## config.mk

```make
export PLATFORM = sky130hd
export DESIGN_NAME = jtframe_led_pattern
export DESIGN_NICKNAME = d
export VERILOG_FILES = /design/src/rtl/jtframe_led_pkg.sv /design/src/rtl/jtframe_led_frmcnt.sv /design/src/rtl/jtframe_led_pattern.sv
export SDC_FILE = /design/constraint.sdc
export NUM_CORES = 1
export LEC_CHECK = 0
export BUFFER_PORTS_ARGS = -buffer_cell sky130_fd_sc_hd__buf_2
export CELL_PAD_IN_SITES_DETAIL_PLACEMENT = 1
export CELL_PAD_IN_SITES_GLOBAL_PLACEMENT = 1
export CORE_UTILIZATION = 44
export CTS_BUF_LIST = sky130_fd_sc_hd__clkbuf_16
export DETAILED_ROUTE_END_ITERATION = 8
export PLACE_DENSITY_LB_ADDON = 0.1
export SKIP_CTS_REPAIR_TIMING = 1
export SKIP_LAST_GASP = 1
export SYNTH_ARGS = -nofsm -noshare
export SYNTH_HDL_FRONTEND = slang
export SYNTH_SLANG_ARGS = --single-unit
```

## constraint.sdc

```tcl
create_clock -name clk -period 2.08 [get_ports clk]
set_input_delay 0.208 -clock clk [delete_from_list [all_inputs] [get_ports clk]]
set_output_delay 0.208 -clock clk [all_outputs]
set_load 0.03 [all_outputs]
```

## src/rtl/jtframe_led_pkg.sv

```systemverilog
// rtl/jtframe_led_pkg.sv - shared types and constants for the LED blink-code block
// Holds the sequencer state encoding, frame-counter width and default timings.
package jtframe_led_pkg;

  typedef enum logic [1:0] {
    ST_IDLE  = 2'd0,
    ST_ON    = 2'd1,
    ST_OFF   = 2'd2,
    ST_PAUSE = 2'd3
  } led_state_e;

  localparam int FCNT_W             = 8;
  localparam int DEF_ON_FRAMES      = 8;
  localparam int DEF_OFF_FRAMES     = 8;
  localparam int DEF_PAUSE_FRAMES   = 32;
  localparam int DEF_REPEAT         = 2;

  // A repeat count of zero still plays the group once.
  function automatic int rep_target(input int r);
    return (r < 1) ? 1 : r;
  endfunction

endpackage

```

## src/rtl/jtframe_led_frmcnt.sv

```systemverilog
// rtl/jtframe_led_frmcnt.sv - LVBL frame strobe and per-state frame counter
// done_o fires on the strobe that completes len_i frames; clr_i holds the count at zero.
module jtframe_led_frmcnt
  import jtframe_led_pkg::*;
(
  input  logic              clk,
  input  logic              rst_n,
  input  logic              lvbl_i,
  input  logic              clr_i,
  input  logic [FCNT_W-1:0] len_i,
  output logic              done_o
);

  logic              last_lvbl_q;
  logic              fs_q;
  logic [FCNT_W-1:0] fcnt_q;
  logic [FCNT_W-1:0] fcnt_d;

  always_ff @(posedge clk or negedge rst_n) begin
    if (!rst_n) begin
      last_lvbl_q <= 1'b1;
      fs_q        <= 1'b0;
      fcnt_q      <= '0;
    end else begin
      last_lvbl_q <= lvbl_i;
      fs_q        <= last_lvbl_q & ~lvbl_i;
      fcnt_q      <= fcnt_d;
    end
  end

  assign done_o = fs_q && (fcnt_q == (len_i - 1'b1));

  always_comb begin
    fcnt_d = fcnt_q;
    if (clr_i || done_o) begin
      fcnt_d = '0;
    end else if (fs_q) begin
      fcnt_d = fcnt_q + 1'b1;
    end
  end

endmodule

```

## src/rtl/jtframe_led_pattern.sv

```systemverilog
// rtl/jtframe_led_pattern.sv - LED pass-through with frame-timed blink-code override
// Optional JTFRAME_LED_PWM_EN adds a dim input that PWM-modulates every lit period.
module jtframe_led_pattern
  import jtframe_led_pkg::*;
#(
  parameter int   ON_FRAMES    = DEF_ON_FRAMES,
  parameter int   OFF_FRAMES   = DEF_OFF_FRAMES,
  parameter int   PAUSE_FRAMES = DEF_PAUSE_FRAMES,
  parameter int   REPEAT       = DEF_REPEAT,
  parameter logic POL          = 1'b1
) (
  input  logic       clk,
  input  logic       rst_n,
  input  logic       LVBL,
  input  logic       led_in,
  input  logic [2:0] code,
  input  logic       code_valid,
`ifdef JTFRAME_LED_PWM_EN
  input  logic [3:0] dim,
`endif
  output logic       code_ready,
  output logic       busy,
  output logic       led_out
);

  localparam int REP_N = rep_target(REPEAT);
  localparam int REP_W = ($clog2(REPEAT + 1) < 1) ? 1 : $clog2(REPEAT + 1);

  led_state_e        state_q, state_d;
  logic [2:0]        blk_cnt_q, blk_cnt_d;
  logic [2:0]        blk_tgt_q, blk_tgt_d;
  logic [REP_W-1:0]  rep_cnt_q, rep_cnt_d;
  logic              led_out_q, led_out_d;
  logic              busy_q, busy_d;
  logic              code_ready_q, code_ready_d;
  logic              fdone;
  logic              fclr;
  logic              accept;
  logic              lit_ok;
  logic [FCNT_W-1:0] frame_len;

`ifdef JTFRAME_LED_PWM_EN
  logic [3:0] pwm_cnt_q;

  always_ff @(posedge clk or negedge rst_n) begin
    if (!rst_n) pwm_cnt_q <= '0;
    else        pwm_cnt_q <= pwm_cnt_q + 1'b1;
  end

  assign lit_ok = (pwm_cnt_q <= dim);
`else
  assign lit_ok = 1'b1;
`endif

  always_comb begin
    frame_len = FCNT_W'(ON_FRAMES);
    case (state_q)
      ST_OFF:   frame_len = FCNT_W'(OFF_FRAMES);
      ST_PAUSE: frame_len = FCNT_W'(PAUSE_FRAMES);
      default:  frame_len = FCNT_W'(ON_FRAMES);
    endcase
  end

  // Counting only runs in timed states, so the first strobe after acceptance is frame one.
  assign fclr = (state_q == ST_IDLE);

  jtframe_led_frmcnt u_frmcnt (
    .clk    (clk),
    .rst_n  (rst_n),
    .lvbl_i (LVBL),
    .clr_i  (fclr),
    .len_i  (frame_len),
    .done_o (fdone)
  );

  assign accept = code_valid & code_ready_q;

  always_ff @(posedge clk or negedge rst_n) begin
    if (!rst_n) begin
      state_q      <= ST_IDLE;
      blk_cnt_q    <= '0;
      blk_tgt_q    <= '0;
      rep_cnt_q    <= '0;
      led_out_q    <= ~POL;
      busy_q       <= 1'b0;
      code_ready_q <= 1'b0;
    end else begin
      state_q      <= state_d;
      blk_cnt_q    <= blk_cnt_d;
      blk_tgt_q    <= blk_tgt_d;
      rep_cnt_q    <= rep_cnt_d;
      led_out_q    <= led_out_d;
      busy_q       <= busy_d;
      code_ready_q <= code_ready_d;
    end
  end

  always_comb begin
    state_d   = state_q;
    blk_cnt_d = blk_cnt_q;
    blk_tgt_d = blk_tgt_q;
    rep_cnt_d = rep_cnt_q;
    case (state_q)
      ST_IDLE: begin
        if (accept && (code != 3'd0)) begin
          blk_tgt_d = code;
          blk_cnt_d = '0;
          rep_cnt_d = '0;
          state_d   = ST_ON;
        end
      end
      ST_ON: begin
        if (fdone) begin
          blk_cnt_d = blk_cnt_q + 1'b1;
          state_d   = ST_OFF;
        end
      end
      ST_OFF: begin
        if (fdone) begin
          state_d = (blk_cnt_q == blk_tgt_q) ? ST_PAUSE : ST_ON;
        end
      end
      ST_PAUSE: begin
        if (fdone) begin
          rep_cnt_d = rep_cnt_q + 1'b1;
          blk_cnt_d = '0;
          state_d   = ((int'(rep_cnt_q) + 1) >= REP_N) ? ST_IDLE : ST_ON;
        end
      end
      default: state_d = ST_IDLE;
    endcase
  end

  always_comb begin
    busy_d       = (state_d != ST_IDLE);
    code_ready_d = (state_d == ST_IDLE);
    led_out_d    = ~POL;
    case (state_q)
      ST_IDLE: led_out_d = (led_in == POL) ? (lit_ok ? POL : ~POL) : led_in;
      ST_ON:   led_out_d = lit_ok ? POL : ~POL;
      default: led_out_d = ~POL;
    endcase
  end

  assign led_out    = led_out_q;
  assign busy       = busy_q;
  assign code_ready = code_ready_q;

endmodule

```

==> results by group, run 1 <==
Yosys
  • Synth Register Bits: 23
  • Post-Synth Simple-Gate Area: 21.2%
  • YS warnings: 0
  • Largest family of logic cells by synthesized area: simple AND/OR/NAND/NOR gates
  • Synth Area in XOR/XNOR: 7.73%
  • Post-synth top flop: dfrtp_1
  • Most common cell in the netlist: dfrtp_1
  • Synth top cells by count: 22 x dfrtp_1, 16 x nor2_1, 12 x nand2_1
  • Synth Area per Inst: ~10 sq um
  • Synth top area share: 48.6%
  • Post-Syn Instances: 108
  • Leading post-synthesis cells by cell area: dfrtp_1 49%, xor2_1 5.4%, nor2_1 5.3%
  • Post-synth EDFFs: 0
  • Dominant cell type by area after synthesis: dfrtp_1
  • Yosys cell types: 32
  • Synth Area in Adders: under 10%
  • Post-synthesis compound-gate area fraction: between 10% and 20%
  • Seq/Total Area, Yosys: just over 50%
  • Syn Nets: 119
  • Async set-reset flop share out of synthesis: 100%
  • Mux contribution to synthesized area: 1.77%
  • Synth Cell Area: 1130 sq um

STA
  • Endpoints failing setup: 0
  • Worst-margin pin slew: 0.749 ns
  • RSZ-0062 raised after global routing: false
  • Peak Freq: about 590 MHz
  • Setup TNS: 0 ns
  • Final setup skew: 0.00337 ns
  • Final Slew Violations: 0
  • Final Hold Vio Count: 0
  • Final min period: 1.70 ns
  • Part of the cycle the worst path needs: 81.8%
  • Slew HR: 49.8%

Die
  • Core area: ~2500 sq um
  • Chip height: 52.7 um
  • IO Count: 11
  • Starting Density: 46.1%
  • Die area: 2780 sq um
  • Rows: 18
  • Die X: 52.7 um

Critical path
  • CP startpoint kind: flop
  • WP buf/inv: 0
  • Slowest cell delay on critical path: approximately 0.44 ns
  • Setup crit end kind: flop
  • CP max-delay cell: or4_4
  • CP top delay family: simple AND/OR/NAND/NOR gates
  • R2R depth: 6
  • Critical Path RT: 2.26 ns
  • Critical-path cell list: ha_1 -> nand3_4 -> or4_4 -> o21ai_4 -> nand2_1 -> mux2i_1
  • Crit Path Class: flop to flop
  • Critical path peak fanout: 5
  • Reg-to-reg critical path endpoint: blk_cnt_q[0]
  • Critical Path Source: u_frmcnt.fcnt_q[0]
  • Register-to-Register Setup Slack: 0.38 ns
  • Critical Path AT: approximately 1.9 ns
  • Worst r2r src: u_frmcnt.fcnt_q[0]

GRT
  • Global route overflow: 0
  • Largest net degree at the start of global routing: 24
  • Global-route wire length before repair: 3.66 mm
  • GRT Overall Usage: 18.9%
  • Vias in the first global route: 816
  • Initial antenna violation count: 0

Finish
  • Area growth syn-to-layout: 14.0%
  • Layout Cells excl Fill: 149
  • Antenna cells: 0
  • NumNets Final: approximately 130
  • Share of cells above drive strength 1: about a fifth
  • Fillers: 271

CTS
  • CTS tree: built
  • Clock-pin slew of the registers on the worst-case setup and hold paths: 0.06 ns
  • TritonCTS Sinks: 23
  • Number of CTS-inserted buffers: 3
  • CTS H-tree lvls: 1
  • Clock Latency Late Sink: 0.26 ns
  • Clock tree buffer depth: 2
  • CTS Root Buffer Type: clkbuf_16

Run
  • Max-cap violations: 0

Hold path
  • Hold Path Class: input port to flop
  • Hold Path Origin: LVBL
  • Worst Hold Path Cells: 1
  • Hold EP: u_frmcnt.last_lvbl_q

Power
  • PD cells: 1180 nW/um^2
  • Static Leak: around 0.60 nW
  • Worst VDD drop: 0.000799 V

Detailed routing
  • Total number of vias: a little under 800
  • Post-Route WL: roughly 2.1 mm
  • 1st-pass router iterations: 4
  • Routed WL per cell: roughly 14 um
  • Antenna-violating nets left: 0
  • Post-route DRC: 0
  • Via density: 5.30
  • First DRT Iteration DRCs: 5

Run status
  • Status: complete, no violations

Placement
  • Final GP Congestion: 0.769
  • Final HPWL DP: 1.50 mm
  • Placed insts: 144
  • PortBufs: 10
cells in the final DEF (no fill, tap or decap):
master,instances
dfrtp_1,22
nand3_1,5
a22o_1,2
nor2b_1,1
o21ai_0,4
a211oi_1,1
clkbuf_16,3
nand4_1,2
or4_4,1
and4_2,1
o211ai_1,1
xnor2_1,3
xor2_1,7
o21ai_4,1
dfstp_2,1
nand2b_1,2
nand3_4,1
mux2i_1,2
o21ai_1,2
and4bb_2,1
ha_1,3
clkinvlp_4,1
o31ai_2,2
nand2_1,12
o2bb2ai_1,1
buf_2,10
nor4_1,1
o21ai_2,2
inv_1,5
nor4_2,1
dlygate4sd3_1,1
nor2_1,16
nor4b_1,1
per-stage QoR:
| step | hold slack [ns] | setup WS (ns) | util (%) | cell area, sq um | power, W |
|---|---|---|---|---|---|
| floorplan | -0.0876 | 0.478 | - | 1130 | 0.00100 |
| finish | 0.0564 | 0.378 | 52.6 | 1290 | 0.00152 |
| global route | 0.0517 | 0.221 | 52.6 | 1290 | 0.00163 |
| detailed placement | 0.217 | 0.382 | 48.8 | 1200 | 0.00112 |
| CTS | -0.0652 | 0.356 | 52.2 | 1280 | 0.00155 |
| global placement | 0.201 | 0.445 | 48.8 | 1200 | 0.00110 |
per-layer routing:
| layer | vias to the layer above | wire length (um) | track usage (%) |
|---|---|---|---|
| met5 | - | 0 | 0 |
| met4 | 0 | 27 | 6.58 |
| met3 | 5 | 71 | 5.22 |
| met2 | 12 | 1080 | 35.0 |
| met1 | 380 | 892 | 20.1 |
| li1 | 393 | - | - |
cell families after synthesis:
family,after synthesis
AOI/OAI and AO/OA,16
xor gates and xnor gates,10
adders and majority gates,3
buffers and inverters,9
DFF,23
muxes,2
and+or+nand+nor,45
area by class of cell:
cell class / count / area [sq um] / share of cell area, %
multi-input cells: 76 / 515 / 39.9
inverters: 5 / 18.8 / 1.45
repair buffers: 11 / 60.1 / 4.65
clock buffers: 3 / 75.1 / 5.81
clock inverters: 1 / 7.51 / 0.581
well taps: 30 / 37.5 / 2.91
flip-flops and latches: 23 / 577 / 44.7
worst max path at each step:
stage                              end  cells past startpoint
after floorplan           blk_cnt_q[2]                      6
after global placement    blk_cnt_q[2]                      6
after detailed placement  blk_cnt_q[2]                      6
after CTS                 blk_cnt_q[2]                      6
after global routing              busy                      6
final                     blk_cnt_q[0]                      6
sequential cells by signal (all words and copies together), names as in the netlist:
signal                count
blk_cnt_q                 3
rep_cnt_q                 2
busy                      1
u_frmcnt.last_lvbl_q      1
code_ready                1
u_frmcnt.fcnt_q           8
state_q                   2
u_frmcnt.fs_q             1
led_out                   1
blk_tgt_q                 3
power by group:
part	switching (W)	total, W	leakage (nW)	internal (W)
clock network	0.000160	0.000420	0.0371	0.000261
registers	0.000132	0.000697	0.290	0.000566
logic	0.000234	0.000402	0.271	0.000168
No activity file was read; power rests on OpenSTA's default activity.
==> run 2: changes to the inputs <==
ABC_AREA = 1   (was not set)
CORE_UTILIZATION = 43   (was 44)
clock period = 1.7 ns   (was 2.08 ns; I/O delays follow)
==> run 2 against run 1 <==
Effect of this change:
- register-to-register slack got worse by 0.17 ns
- combinational power rose by 99%
- sequential cell count unchanged
- non-clock buffer count increased by 2
==> results by group, run 2 <==
STA
  • Setup TNS: 0 ns
  • Part of the cycle the worst path needs: between 80 and 90%
  • Slew HR: 65.2%
  • Final Hold Vio Count: 0
  • Peak Freq: around 670 MHz
  • Final hold slack: 0.0284 ns
  • Final min period: 1.49 ns
  • Final Slew Violations: 0
  • RSZ-0062 raised after global routing: false
  • Endpoints failing setup: 0
  • Worst-margin pin slew: 0.523 ns
  • Final setup skew: 0.00380 ns

CTS
  • Number of CTS-inserted buffers: 3
  • Clock-pin slew of the registers on the worst-case setup and hold paths: 0.06 ns
  • CTS tree: built
  • CTS Root Buffer Type: clkbuf_16
  • Clock tree buffer depth: 2
  • Clock Latency Late Sink: about 0.25 ns
  • TritonCTS Sinks: 23
  • CTS H-tree lvls: 1

Critical path
  • Worst r2r src: u_frmcnt.fcnt_q[0]
  • Critical Path RT: 1.84 ns
  • Critical Path AT: roughly 1.6 ns
  • Crit-path most repeated cell: nand2_1
  • Crit Path Class: flop to flop
  • Critical-path cell list: ha_1 -> nand2_1 -> inv_1 -> nand2_1 -> nor2_8 -> nand3_1 -> o21ai_0 -> nand2_1
  • Critical Path Source: u_frmcnt.fcnt_q[0]
  • Setup crit end kind: flop
  • CP max-delay cell: dfrtp_1
  • CP startpoint kind: flop
  • Critical path peak fanout: 6
  • Slowest cell delay on critical path: 0.38 ns

Yosys
  • Dominant cell type by area after synthesis: dfrtp_1
  • Seq/Total Area, Yosys: 47.3%
  • Post-synth top flop: dfrtp_1
  • Yosys cell types: 28
  • Most common cell in the netlist: nand2_1
  • Leading post-synthesis cells by cell area: dfrtp_1 45%, nand2_1 9.5%, inv_1 6.2%
  • Synth Area per Inst: 8.36 sq um
  • Post-Syn Instances: 146
  • Async set-reset flop share out of synthesis: 100%
  • Synth top cells by count: 31 x nand2_1, 22 x dfrtp_1, 20 x inv_1
  • Synth top area share: 45.1%
  • Post-synth EDFFs: 0
  • YS warnings: 0
  • Synth Register Bits: 23
  • Syn Nets: 157
  • Synth Cell Area: 1220 sq um

GRT
  • Initial antenna violation count: 0
  • Busiest grt layer: met2
  • Met3 Use GR: 3.51%
  • M2 GR Usage: 37.2%
  • Global route overflow: 0
  • Global-route wire length before repair: 4.82 mm
  • GR met1 Demand/Resource: 21.9%
  • GRT Overall Usage: 19.8%
  • Vias in the first global route: 1,159
  • Largest net degree at the start of global routing: 24

Finish
  • Share of cells above drive strength 1: between 15 and 20%
  • Max reg flops: 8
  • Area growth syn-to-layout: 14.7%
  • Most frequent cells in the layout: 31 x nand2_1, 22 x dfrtp_1, 21 x inv_1
  • NumNets Final: 173
  • Most common cell after layout, fill and taps aside: nand2_1
  • Largest regs: u_frmcnt.fcnt_q x8, blk_cnt_q x3, blk_tgt_q x3
  • Layout Cells excl Fill: 191
  • Antenna cells: 0
  • Biggest register: u_frmcnt.fcnt_q

Detailed routing
  • Routed WL per cell: around 13 um
  • First DRT Iteration DRCs: 28
  • Via density: between 4 and 5
  • 1st-pass router iterations: 4
  • Post-Route WL: 2.58 mm
  • Antenna-violating nets left: 0
  • Total number of vias: roughly 950
  • Post-route DRC: 0

Die
  • Die area: 3050 sq um
  • IO Count: 11
  • Starting Density: a little under half
  • Chip height: 55.3 um
  • Rows: 18
  • Core area: 2570 sq um
  • Die X: 55.3 um

Run
  • Max-cap violations: 0

Placement
  • Final GP Congestion: just over 0.8
  • Placed insts: 186
  • Final HPWL DP: a little over 2 mm
  • PortBufs: 10

Run status
  • Status: complete, no violations

Power
  • Static Leak: 0.739 nW
  • Worst VDD drop: between 0.0008 and 0.0009 V
  • PD cells: 1530 nW/um^2
  • Final Power: 0.00214 W

Hold path
  • Hold Path Origin: LVBL
  • Hold Path Class: input port to flop
==> run 2: cell count changes after synthesis, sizes merged, moves of 5 or more <==
cell   delta
nand2    +24
xor2      -6
inv      +16
nand3     +7
nor2      +5
a21oi     +6
==> run 2: path summary, 6_finish.rpt <==
| path | endpoint | slack, ns | cells after the start |
|---|---|---|---|
| setup / recovery | busy | 0.21 | 8 |
| hold / removal | u_frmcnt.last_lvbl_q | 0.03 | 1 |
| setup reg to reg | busy | 0.21 | 8 |
| min in group asynchronous | u_frmcnt.fcnt_q[4] | 0.42 | 2 |
| hold reg to reg | u_frmcnt.fs_q | 0.46 | 2 |
| max in group asynchronous | u_frmcnt.last_lvbl_q | 0.91 | 2 |
==> run 2: final cells by class <==
cell class,count,area (sq um)
Fill cell,329,1170
Sequential cell,23,577
Multi-Input combinational cell,99,547
Inverter,22,83.8
Clock buffer,3,75.1
Timing Repair Buffer,13,75.1
Tap cell,30,37.5
Clock inverter,1,3.75
==> run 2: metrics by stage <==
step           area [sq um]  util [%]  setup WS (ns)
2_1_floorplan          1220         -          0.374
3_3_place_gp           1310      51.0          0.300
3_5_place_dp           1310      51.0          0.191
4_1_cts                1390      54.1          0.188
5_1_grt                1400      54.5         0.0326
6_report               1400      54.5          0.206
==> run 2: logic make-up after synthesis <==
logic type	share of synthesized area (%)
adder cells (fa/ha/maj)	3.08
AO/OA/AOI/OAI	7.49
XOR/XNOR	3.59
flip-flops	47.3
AND/OR/NAND/NOR	30.7
buffers and inverters	7.90
==> run 2: power by group <==
group,internal [W],total (W),leakage [nW],switching (W)
Clock,0.000313,0.000497,0.0423,0.000183
Combinational,0.000286,0.000798,0.407,0.000511
Sequential,0.000710,0.000847,0.289,0.000138
==> run 2: per-layer routing <==
metal,share of wire [%],up-vias
met5,0,-
met4,1.7,0
li1,-,485
met2,55,8
met1,41,456
met3,1.6,4
==> run 2: critical path, delay by kind of cell (launching register included) <==
kind	cells	cell delay [ns]
and+or+nand+nor	5	0.56
DFF	1	0.38
adders and majority gates	1	0.19
AOI/OAI and AO/OA	1	0.17
buffers and inverters	1	0.07
==> run 3: changes to the inputs <==
HOLD_SLACK_MARGIN = 0.15   (was not set)
RECOVER_POWER = 25   (was not set)
==> run 3 against run 2 <==
Effect of this change:
- sequential cell count stayed put
- setup slack is the same
- final area increased by 0.63%
- power about the same
- largest cell class unchanged
- register-to-register slack is essentially flat
- die area unchanged
- non-clock buffer count is 1 higher
==> results by group, run 3 (same netlist as run 2, synthesis figures left out) <==
Critical path
  • CP startpoint kind: flop
  • Crit-path most repeated cell: nand2_1
  • Crit Path Class: flop to flop
  • Critical Path AT: 1.63 ns
  • Critical path peak fanout: 6
  • Slowest cell delay on critical path: approximately 0.38 ns
  • CP top delay family: simple AND/OR/NAND/NOR gates
  • Setup crit end kind: flop
  • WP buf/inv: 1
  • Critical Path RT: around 1.8 ns
  • Critical-path cell list: ha_1 -> nand2_1 -> inv_1 -> nand2_1 -> nor2_8 -> nand3_1 -> o21ai_0 -> nand2_1
  • CP max-delay cell: dfrtp_1

GRT
  • GRT Overall Usage: 19.8%
  • Largest net degree at the start of global routing: 24
  • Global-route wire length before repair: 4.82 mm
  • Vias in the first global route: 1,159
  • Initial antenna violation count: 0
  • Global route overflow: 0

Finish
  • Layout Cells excl Fill: 192
  • Register area: roughly 580 sq um
  • Area growth syn-to-layout: 15.4%
  • Fillers: roughly 330
  • Area of the multi-input gates: 547 sq um
  • Max reg flops: 8
  • Most common cell after layout, fill and taps aside: nand2_1
  • NumNets Final: 174
  • Most frequent cells in the layout: 31 x nand2_1, 22 x dfrtp_1, 21 x inv_1
  • Biggest register: u_frmcnt.fcnt_q
  • Antenna cells: 0
  • Largest regs: u_frmcnt.fcnt_q x8, blk_cnt_q x3, blk_tgt_q x3
  • Share of cells above drive strength 1: a little under a fifth

Die
  • Die area: slightly above 3000 sq um
  • Rows: 18
  • Starting Density: 47.5%
  • Chip height: ~55 um
  • Die X: 55.3 um
  • Core area: 2570 sq um
  • IO Count: 11

STA
  • Endpoints failing setup: 0
  • Final Hold Vio Count: 0
  • Setup TNS: 0 ns
  • Slew HR: between 60 and 70%
  • Part of the cycle the worst path needs: 87.9%
  • Final Slew Violations: 0
  • Worst-margin pin slew: 0.581 ns
  • Final setup margin: 0.206 ns
  • Final setup skew: approximately 0.0038 ns
  • Final hold slack: 0.134 ns
  • RSZ-0062 raised after global routing: false
  • Final min period: 1.49 ns
  • Peak Freq: 670 MHz

Detailed routing
  • Metal2 WL: 1.43 mm
  • Uppermost layer routed: met4
  • Post-route DRC: 0
  • Routed wl met3: 41 um
  • Total number of vias: 959
  • Post-Route WL: 2.58 mm
  • Routed WL per cell: 13.4 um
  • First DRT Iteration DRCs: 29
  • Post-Route M1 WL: 1.07 mm
  • Via density: 4.99
  • Antenna-violating nets left: 0
  • 1st-pass router iterations: 4

CTS
  • Clock Latency Late Sink: between 0.2 and 0.3 ns
  • Clock tree buffer depth: 2
  • Number of CTS-inserted buffers: 3
  • CTS H-tree lvls: 1
  • TritonCTS Sinks: 23
  • CTS tree: built
  • Clock-pin slew of the registers on the worst-case setup and hold paths: approximately 0.060 ns
  • CTS Root Buffer Type: clkbuf_16

Power
  • Static Leak: between 0.7 and 0.8 nW
  • Worst VDD drop: 0.000879 V
  • PD cells: 1520 nW/um^2

Hold path
  • Hold Path Class: input port to flop

Placement
  • Worst slack, placed: about 0.19 ns
  • Placed insts: 186
  • PortBufs: 10
  • Final HPWL DP: 2.05 mm
  • Final GP Congestion: 0.816

Run
  • Max-cap violations: 0

Run status
  • Status: complete, no violations
## run 3: through the flow
stage	cell area [sq um]	total power [W]	utilization (%)
2_1_floorplan	1220	0.00145	-
3_3_place_gp	1310	0.00161	51.0
3_5_place_dp	1310	0.00166	51.0
4_1_cts	1390	0.00218	54.1
5_1_grt	1410	0.00233	54.8
6_report	1410	0.00214	54.8
## run 3: per-layer routing
metal	global-route usage [%]	vias to the layer above
li1	-	487
met1	21.9	460
met2	37.2	8
met3	3.51	4
met4	7.50	0
met5	0	-
## run 3: power breakdown
group | leakage, nW | internal (W) | switching (W)
Combinational | 0.409 | 0.000287 | 0.000512
Clock | 0.0423 | 0.000313 | 0.000183
Sequential | 0.289 | 0.000710 | 0.000138
Total | 0.740 | 0.00131 | 0.000833
## run 3: path summary, 6_finish.rpt
check                                    from            endpoint  slack, ns  depth (start not counted)
min in group asynchronous               rst_n  u_frmcnt.fcnt_q[4]       0.45                          2
hold / removal                         led_in             led_out       0.13                          3
max in group asynchronous               rst_n        blk_cnt_q[2]       0.87                          2
setup reg to reg           u_frmcnt.fcnt_q[0]                busy       0.21                          8
setup / recovery           u_frmcnt.fcnt_q[0]                busy       0.21                          8
hold reg to reg            u_frmcnt.fcnt_q[7]  u_frmcnt.fcnt_q[7]       0.46                          1
## run 3: worst reg2reg max path, delay by kind of cell, from the launching register on
family          cells  cell delay (ns)
flops               1             0.38
fa+ha+maj           1             0.19
buf+inv             1             0.07
compound gates      1             0.17
simple gates        5             0.56
## run 3: cell type report
cell class	count	area share, %
Sequential cell	23	41.0
Multi-Input combinational cell	99	38.8
Timing Repair Buffer	14	5.96
Inverter	22	5.96
Clock buffer	3	5.33
Tap cell	30	2.67
Clock inverter	1	0.267
